--- src/rtl/jtag_tap_ctrl.sv ---
// rtl/jtag_tap_ctrl.sv - IEEE 1149.1 TAP controller with IR, decoder, BYPASS and IDCODE DRs
//
// Ports:
//   TCK        test clock, every flop on its rising edge
//   TRST_N     asynchronous active-low TAP reset
//   TMS        mode select, steers the TAP state machine
//   TDI        serial data in
//   TDO        serial data out, LSB of the register currently being shifted
//   TDO_EN     high only in Shift-DR / Shift-IR
//   bsr_tdo    serial output of the last cell of the external boundary chain
//   capturedr  boundary chain capture enable (Capture-DR, BSR selected)
//   shiftdr    boundary chain shift select (Shift-DR, BSR selected)
//   updatedr   boundary chain update enable (Update-DR, BSR selected)
//   mode_test  cells drive their update latch (EXTEST / INTEST)
//   hold_int   core-side hold for INTEST
//   inst       instruction currently in force
//   tap_state  1149.1 state code, for debug

module jtag_tap_ctrl #(
    parameter int              IR_W      = 4,
    parameter logic [31:0]     IDCODE    = 32'h1000_0765,
    parameter logic [IR_W-1:0] OP_EXTEST = 4'h0,
    parameter logic [IR_W-1:0] OP_SAMPLE = 4'h1,
    parameter logic [IR_W-1:0] OP_INTEST = 4'h2,
    parameter logic [IR_W-1:0] OP_IDCODE = 4'h3
) (
    input  logic            TCK,
    input  logic            TRST_N,
    input  logic            TMS,
    input  logic            TDI,
    output logic            TDO,
    output logic            TDO_EN,
    input  logic            bsr_tdo,
    output logic            capturedr,
    output logic            shiftdr,
    output logic            updatedr,
    output logic            mode_test,
    output logic            hold_int,
    output logic [IR_W-1:0] inst,
    output logic [3:0]      tap_state
);

    typedef enum logic [3:0] {
        EX2_DR = 4'h0,
        EX1_DR = 4'h1,
        SH_DR  = 4'h2,
        PAU_DR = 4'h3,
        SEL_IR = 4'h4,
        UPD_DR = 4'h5,
        CAP_DR = 4'h6,
        SEL_DR = 4'h7,
        EX2_IR = 4'h8,
        EX1_IR = 4'h9,
        SH_IR  = 4'hA,
        PAU_IR = 4'hB,
        RTI    = 4'hC,
        UPD_IR = 4'hD,
        CAP_IR = 4'hE,
        TLR    = 4'hF
    } tap_state_t;

    // Fixed 01 pattern in the two LSBs lets a debugger verify IR chain length.
    localparam logic [IR_W-1:0] IR_CAPTURE = {{(IR_W-2){1'b0}}, 2'b01};

    tap_state_t      state;
    tap_state_t      next_state;
    logic [IR_W-1:0] ir_sr;
    logic            bypass_r;
    logic [31:0]     idcode_sr;
    logic            sel_bsr;
    logic            sel_id;

    assign sel_bsr = (inst == OP_EXTEST) || (inst == OP_SAMPLE) || (inst == OP_INTEST);
    assign sel_id  = (inst == OP_IDCODE);

    // State register
    always_ff @(posedge TCK or negedge TRST_N) begin
        if (!TRST_N) begin
            state <= TLR;
        end else begin
            state <= next_state;
        end
    end

    // Next-state logic
    always_comb begin
        next_state = state;
        case (state)
            TLR:     next_state = TMS ? TLR    : RTI;
            RTI:     next_state = TMS ? SEL_DR : RTI;
            SEL_DR:  next_state = TMS ? SEL_IR : CAP_DR;
            CAP_DR:  next_state = TMS ? EX1_DR : SH_DR;
            SH_DR:   next_state = TMS ? EX1_DR : SH_DR;
            EX1_DR:  next_state = TMS ? UPD_DR : PAU_DR;
            PAU_DR:  next_state = TMS ? EX2_DR : PAU_DR;
            EX2_DR:  next_state = TMS ? UPD_DR : SH_DR;
            UPD_DR:  next_state = TMS ? SEL_DR : RTI;
            SEL_IR:  next_state = TMS ? TLR    : CAP_IR;
            CAP_IR:  next_state = TMS ? EX1_IR : SH_IR;
            SH_IR:   next_state = TMS ? EX1_IR : SH_IR;
            EX1_IR:  next_state = TMS ? UPD_IR : PAU_IR;
            PAU_IR:  next_state = TMS ? EX2_IR : PAU_IR;
            EX2_IR:  next_state = TMS ? UPD_IR : SH_IR;
            UPD_IR:  next_state = TMS ? SEL_DR : RTI;
            default: next_state = TLR;
        endcase
    end

    // Instruction and data registers. Exit/Pause states fall through and hold.
    always_ff @(posedge TCK or negedge TRST_N) begin
        if (!TRST_N) begin
            ir_sr     <= '0;
            inst      <= OP_IDCODE;
            bypass_r  <= 1'b0;
            idcode_sr <= '0;
        end else begin
            case (state)
                CAP_IR: ir_sr <= IR_CAPTURE;
                SH_IR:  ir_sr <= {TDI, ir_sr[IR_W-1:1]};
                default: ;
            endcase

            // Arriving in Test-Logic-Reset restores IDCODE just like TRST_N.
            if (next_state == TLR) begin
                inst <= OP_IDCODE;
            end else if (state == UPD_IR) begin
                inst <= ir_sr;
            end

            if (sel_id) begin
                if (state == CAP_DR) begin
                    idcode_sr <= IDCODE | 32'h1;
                end else if (state == SH_DR) begin
                    idcode_sr <= {TDI, idcode_sr[31:1]};
                end
            end

            if (!sel_bsr && !sel_id) begin
                if (state == CAP_DR) begin
                    bypass_r <= 1'b0;
                end else if (state == SH_DR) begin
                    bypass_r <= TDI;
                end
            end
        end
    end

    // Outputs decode the registered state only, so TMS cannot glitch them.
    always_comb begin
        TDO_EN    = 1'b0;
        TDO       = 1'b0;
        capturedr = 1'b0;
        shiftdr   = 1'b0;
        updatedr  = 1'b0;
        case (state)
            SH_IR: begin
                TDO_EN = 1'b1;
                TDO    = ir_sr[0];
            end
            SH_DR: begin
                TDO_EN  = 1'b1;
                shiftdr = sel_bsr;
                if (sel_bsr) begin
                    TDO = bsr_tdo;
                end else if (sel_id) begin
                    TDO = idcode_sr[0];
                end else begin
                    TDO = bypass_r;
                end
            end
            CAP_DR:  capturedr = sel_bsr;
            UPD_DR:  updatedr  = sel_bsr;
            default: ;
        endcase
        mode_test = (inst == OP_EXTEST) || (inst == OP_INTEST);
        hold_int  = (inst == OP_INTEST);
        tap_state = state;
    end

endmodule

--- config.mk ---
export PLATFORM = sky130hd
export DESIGN_NAME = jtag_tap_ctrl
export DESIGN_NICKNAME = d
export VERILOG_FILES = /design/src/rtl/jtag_tap_ctrl.sv
export SDC_FILE = /design/constraint.sdc
export NUM_CORES = 1
export LEC_CHECK = 0
export CORE_MARGIN = 1
export CORE_UTILIZATION = 25
export DETAILED_ROUTE_END_ITERATION = 10
export GPL_ROUTABILITY_DRIVEN = 1
export GPL_TIMING_DRIVEN = 0
export HOLD_SLACK_MARGIN = 0.15
export PLACE_DENSITY = 0.4
export REMOVE_ABC_BUFFERS = 1
export SYNTH_ARGS = -nofsm -noshare
export SYNTH_HDL_FRONTEND = slang
export SYNTH_SLANG_ARGS = --single-unit
--- constraint.sdc ---
create_clock -name TCK -period 2.1 [get_ports TCK]
set_clock_uncertainty 0.1 [all_clocks]
set_input_delay 0.42 -clock TCK [delete_from_list [all_inputs] [get_ports TCK]]
set_output_delay 0.42 -clock TCK [all_outputs]
set_load 0.01 [all_outputs]
==> results.sh, run 1 <==
export IMPL_crit_reg2reg_capture="idcode_sr[1]"
export IMPL_h_tree_depth=2
export IMPL_slew_headroom=0.760
export IMPL_fp_row_count=33
export IMPL_rsz0062_at_grt="true"
export IMPL_first_global_vias=1370
export IMPL_finalMaxSlewViolations=0
export IMPL_stdcell_count=335
export IMPL_dp_slack_ps=-402
export IMPL_p_leak_uw=0.00133
export IMPL_path_class="reg2out"
export IMPL_globalRouteMet2Util=0.158
export IMPL_vias=1420
export IMPL_r2r_cells=6
export IMPL_post_drt_wl_per_cell_um=13.1
export IMPL_syn_area_mm2=0.00214
export IMPL_antenna_left=0
export IMPL_multi_input_area_um2=931
export IMPL_setup_ws_ps=35.4
export IMPL_antenna_found_initial=0
export IMPL_finalPower_uw=3420
export IMPL_grt_use_met1=0.152
export IMPL_place_congestion=0.683
export IMPL_synth_cells=191
export IMPL_fp_dieH_um=94.5
export IMPL_maxCapViolations=0
export IMPL_grt_ovfl_total=0
export IMPL_cts_tree="yes"
export IMPL_drtIter0Drc=37
export IMPL_powerDensity_mw_per_mm2=1240
export IMPL_drive_above_1_share=0.278
export IMPL_clk_pin_slew_ps=90
export IMPL_hold_worst_slack_ps=380
export IMPL_r2r_setup_slack_ps=140
export IMPL_hold_viol_final=0
export IMPL_regArea_mm2=0.00114
export IMPL_nFillCells=880
export IMPL_crit_slowest_cell="or3_4"
export IMPL_min_from="idcode_sr[4]"
export IMPL_busiest_layer="met2"
export IMPL_critPathLaunchType="register"
export IMPL_dp_hpwl_mm=2.54
export IMPL_status="complete, no violations"
export IMPL_track_usage=0.107
export IMPL_max_freq_mhz=484
export IMPL_vias_per_cell=4.24
export IMPL_synth_cell_type_count=32
export IMPL_postSynthAreaPerCell_um2=11.2
export IMPL_met3_usage=0.0282
export IMPL_dpl_cell_count=307
export IMPL_setup_viol=0
export IMPL_min_path_cells=1
export IMPL_path_max_fanout=3
export IMPL_cts_buffers=5
export IMPL_diodes=0
export IMPL_firstDrtPassIters=4
export IMPL_cts_buffer_depth=2
export IMPL_hp_class="reg2reg"
export IMPL_required_ps=1580
export IMPL_cp_arrival_ps=1540
export IMPL_wl_mm=4.38
export IMPL_cts_root_buf="clkbuf_8"
export IMPL_remaining_drc_errors=0
export IMPL_cts_sinks=45
export IMPL_cpPeakStageDelay_ps=410
export IMPL_ios=20
export IMPL_start_util=0.259
export IMPL_min_to="idcode_sr[4]"
export IMPL_nets=234
export IMPL_insertion_delay_ps=300
export IMPL_grt_pass1_wl_mm=7.29
export IMPL_grt_max_degree=33
export IMPL_peakVddDrop_mv=0.333
export IMPL_ys_seq_area_frac=0.530
export IMPL_die_w_um=94.5
export IMPL_core_area_mm2=0.00826
export IMPL_period_needed_ps=2060
export IMPL_finalSetupTns_ps=0
export IMPL_r2r_start="tap_state[1]"
export IMPL_critPathCaptureType="output port"
export IMPL_worstMarginPinSlew_ps=360
export IMPL_ys_warn_count=0
export IMPL_die_area_mm2=0.00893
export IMPL_path_cells="or3_4 > a21oi_4 > and4_1 > buf_2"
export IMPL_port_buffers=19
export IMPL_syn_to_final_growth_pct=29.4
export IMPL_synth_seq_cells=45
export IMPL_fin_crit_sh=0.983
-- how the worst max path moves through the flow --
stage | start | endpoint | slack (ps)
after floorplan | inst[3] | idcode_sr[15] | -250
after global placement | TRST_N | idcode_sr[23] | -940
after detailed placement | tap_state[2] | TDO | -400
after CTS | tap_state[1] | tap_state[1] | 6
after global routing | inst[3] | capturedr | -20
final | tap_state[3] | updatedr | 40
-- power breakdown --
part	switching [uW]	internal, uW
clock	305	387
sequential	174	1140
combinational	708	709
-- registers in the layout (all words and copies together) (netlist names) --
signal / flops
ir_sr: 4
bypass_r: 1
inst: 4
tap_state: 4
idcode_sr: 32
-- layout make-up --
cell class / instances / area share
Timing Repair Buffer: 42 / 0.147
Multi-Input combinational cell: 124 / 0.336
Clock inverter: 2 / 0.0136
Tap cell: 105 / 0.0475
Sequential cell: 45 / 0.411
Clock buffer: 6 / 0.0298
Inverter: 11 / 0.0149
-- per-stage QoR --
step           instance area [um2]  utilization
6_report                      2770        0.335
5_1_grt                       2770        0.335
4_1_cts                       2680        0.325
3_5_place_dp                  2470        0.299
3_3_place_gp                  2400        0.290
2_1_floorplan                 2070            -
-- cells in the mapped netlist --
cell type | count | area share
a31oi_1 | 1 | 0.0029
nand4b_1 | 1 | 0.0041
and2_1 | 2 | 0.0058
o21bai_1 | 1 | 0.0035
mux2_2 | 15 | 0.079
o21ai_0 | 8 | 0.019
nor3b_1 | 1 | 0.0035
buf_6 | 3 | 0.016
and4b_1 | 1 | 0.0047
inv_1 | 11 | 0.019
a21oi_1 | 4 | 0.0094
nor2_1 | 17 | 0.030
buf_1 | 1 | 0.0018
dfstp_2 | 6 | 0.074
nor3_1 | 3 | 0.0070
mux2i_1 | 12 | 0.056
buf_2 | 1 | 0.0023
and3_1 | 2 | 0.0058
nor3_4 | 1 | 0.0076
o22ai_1 | 2 | 0.0058
nand2_1 | 11 | 0.019
o21ba_2 | 1 | 0.0047
and4_1 | 1 | 0.0041
a221o_1 | 1 | 0.0047
a21boi_0 | 1 | 0.0035
nand3b_1 | 2 | 0.0070
clkbuf_1 | 6 | 0.011
nand2b_1 | 4 | 0.012
mux2_1 | 11 | 0.058
nor2b_1 | 20 | 0.058
or3_4 | 1 | 0.0053
dfrtp_1 | 39 | 0.46
-- repair_timing --
item,4_1_cts,5_1_grt
setup buffers,9,10
pin swaps,2,3
hold buffers,1,0
endpoints found under the setup margin,19,9
hold endpoints to repair,9,0
gates resized for setup,26,6
-- routing by layer --
| layer | share of wire | vias up |
|---|---|---|
| met4 | 0.0018 | 0 |
| met5 | 0 | - |
| li1 | - | 715 |
| met3 | 0.044 | 2 |
| met2 | 0.44 | 30 |
| met1 | 0.52 | 673 |
-- layout by cell type, fill, tap and decap left out, types with 3 or more instances in the layout --
cell	instances
mux2i_1	12
mux2_1	11
dfrtp_1	39
dlygate4sd2_1	5
nor2b_1	20
buf_2	5
inv_1	11
nand2b_1	3
clkdlybuf4s50_1	8
nand2_1	11
nor2_1	16
buf_4	18
clkbuf_8	6
mux2_2	15
o21ai_0	7
a21oi_1	3
dfstp_2	5
-- cells by family (layout without fill, tap and decap cells) --
group,Yosys count,in the layout,synth area share
mux,38,38,0.193
simple gates,67,67,0.174
flops,45,45,0.530
compound gates,19,19,0.0532
buf+inv,22,61,0.0497
-- critical path: cells and delay by family, from the launching register on --
kind,cells,cell delay (ps)
AND/OR/NAND/NOR,2,590
flip-flops,1,390
AO/OA/AOI/OAI,1,140
buffers and inverters,1,120
No activity file was read; power rests on OpenSTA's default activity.
==> run 2: changes to the inputs <==
Clock period 2.1 ns to 2.06 ns, I/O delays scaled along.
==> run 2 against run 1 <==
Compared with the run above: flip-flop and latch count is the same; final cell count grew 0.60%; count of clock-buffer cells in the layout is the same; global-route usage grew 0.20 points; first-iteration DRC count shrank 14%; register-to-register slack lost 50 ps; utilization grew 0.18 points; combinational power grew 5%; sequential share of layout area shrank 0.22 points; total power grew 2.8%; wire length grew 1.6%; critical path depth is the same.
==> results.sh, run 2 (synthesis results as in run 1) <==
export IMPL_combinationalPowerShare=0.423
export IMPL_cts_buffer_depth=2
export IMPL_crit_reg2reg_capture="idcode_sr[1]"
export IMPL_status="complete, no violations"
export IMPL_cp_arrival_ps=1540
export IMPL_antenna_left=0
export IMPL_clock_power_share=0.201
export IMPL_hold_viol_final=0
export IMPL_path_max_fanout=3
export IMPL_powerDensity_mw_per_mm2=1260
export IMPL_vias_per_cell=4.23
export IMPL_cts_tree="yes"
export IMPL_cts_sinks=45
export IMPL_insertion_delay_ps=300
export IMPL_r2r_setup_slack_ps=90
export IMPL_slew_headroom=0.762
export IMPL_max_freq_mhz=487
export IMPL_p_leak_uw=0.00134
export IMPL_drive_above_1_share=0.284
export IMPL_dp_hpwl_mm=2.54
export IMPL_h_tree_depth=2
export IMPL_diodes=0
export IMPL_path_class="reg2out"
export IMPL_switchingPower_uw=1230
export IMPL_grt_pass1_wl_mm=7.40
export IMPL_first_global_vias=1388
export IMPL_nets=236
export IMPL_setup_viol=0
export IMPL_post_drt_wl_per_cell_um=13.2
export IMPL_critPathLaunchType="register"
export IMPL_r2r_cells=6
export IMPL_min_from="idcode_sr[4]"
export IMPL_min_path_cells=1
export IMPL_place_congestion=0.683
export IMPL_fp_row_count=33
export IMPL_globalRouteMet2Util=0.163
export IMPL_fin_util=0.337
export IMPL_required_ps=1550
export IMPL_ios=20
export IMPL_final_cell_mix="dfrtp_1, nor2b_1, buf_4, nor2_1, mux2_2"
export IMPL_largest_register="idcode_sr"
export IMPL_dp_slack_ps=-434
export IMPL_syn_to_final_growth_pct=30.1
export IMPL_layout_commonest_cell="dfrtp_1"
export IMPL_largest_reg_flops=32
export IMPL_r2r_start="tap_state[1]"
export IMPL_grt_use_met1=0.154
export IMPL_finalMaxSlewViolations=0
export IMPL_cts_root_buf="clkbuf_8"
export IMPL_busiest_layer="met2"
export IMPL_clk_pin_slew_ps=90
export IMPL_wl_mm=4.45
export IMPL_maxCapViolations=0
export IMPL_met3_usage=0.0282
export IMPL_fin_crit_sh=0.997
export IMPL_min_to="idcode_sr[4]"
export IMPL_cts_buffers=5
export IMPL_setup_ws_ps=6.68
export IMPL_period_needed_ps=2050
export IMPL_grt_max_degree=33
export IMPL_peakVddDrop_mv=0.342
export IMPL_crit_path_start="tap_state[3]"
export IMPL_track_usage=0.109
export IMPL_core_area_mm2=0.00826
export IMPL_seq_power_share=0.376
export IMPL_antenna_found_initial=0
export IMPL_hp_class="reg2reg"
export IMPL_power_switching_share=0.348
export IMPL_port_buffers=19
export IMPL_critPathCaptureType="output port"
export IMPL_grt_ovfl_total=0
export IMPL_fp_dieH_um=94.5
export IMPL_power_internal_uw=2290
export IMPL_die_area_mm2=0.00893
export IMPL_die_w_um=94.5
export IMPL_vias=1424
export IMPL_firstDrtPassIters=4
export IMPL_drtIter0Drc=32
export IMPL_start_util=0.259
export IMPL_rsz0062_at_grt="true"
export IMPL_worstMarginPinSlew_ps=357
export IMPL_remaining_drc_errors=0
==> run 2: worst max-delay path, cell delays in order, from the launching register on <==
cell     delay, ps
dfstp_2        390
or3_4          410
a21oi_4        140
and4b_1        180
buf_2          120
==> run 2: how the worst max path moves through the flow <==
stage                     cells after the start            end  slack (ps)
final                                         4      capturedr           7
after global routing                          4      capturedr         -50
after CTS                                     4       updatedr         -20
after detailed placement                      4            TDO        -430
after global placement                        1  idcode_sr[23]        -970
after floorplan                               3  idcode_sr[15]        -290
==> run 2: final cells by class <==
class	count	area (um2)
fill	874	5480
clock buffer	6	82.6
clock inverter	2	37.5
sequential	45	1140
inverter	11	41.3
multi-input combinational	124	931
timing repair buffer	44	422
tap	105	131
==> run 2: power by group through the flow <==
stage / Clock [uW] / Combinational, uW / Sequential (uW)
5_1_grt: 765 / 1630 / 1360
3_3_place_gp: 0 / 958 / 1560
6_report: 708 / 1490 / 1320
3_5_place_dp: 0 / 988 / 1550
2_1_floorplan: 0 / 587 / 1450
4_1_cts: 733 / 1390 / 1340
==> run 2: metrics by stage <==
stage                     TNS, ps  std cells  total power [uW]  cell area [um2]  hold WS (ps)
final                           0        337              3520             2780           380
after global routing         -105        337              3760             2780           395
after CTS                   -23.4        327              3470             2700           388
after detailed placement    -3070        307              2540             2470           254
after global placement     -67180        304              2510             2400           361
after floorplan             -7430        180              2040             2070          16.4
==> run 2: layer usage <==
| layer | vias to the layer above | wire length (um) |
|---|---|---|
| li1 | 716 | - |
| met1 | 677 | 2280 |
| met2 | 28 | 1960 |
| met3 | 3 | 188 |
| met4 | 0 | 27 |
| met5 | - | 0 |
==> run 2: timing repair <==
item                                   in CTS  in global routing
resized for setup                          26                  6
endpoints found under the hold margin       9                  0
buffers inserted                           11                 10
cloned                                      0                  0
setup endpoints to repair                  24                 13
hold buffers                                1                  0
pin swaps                                   3                  4
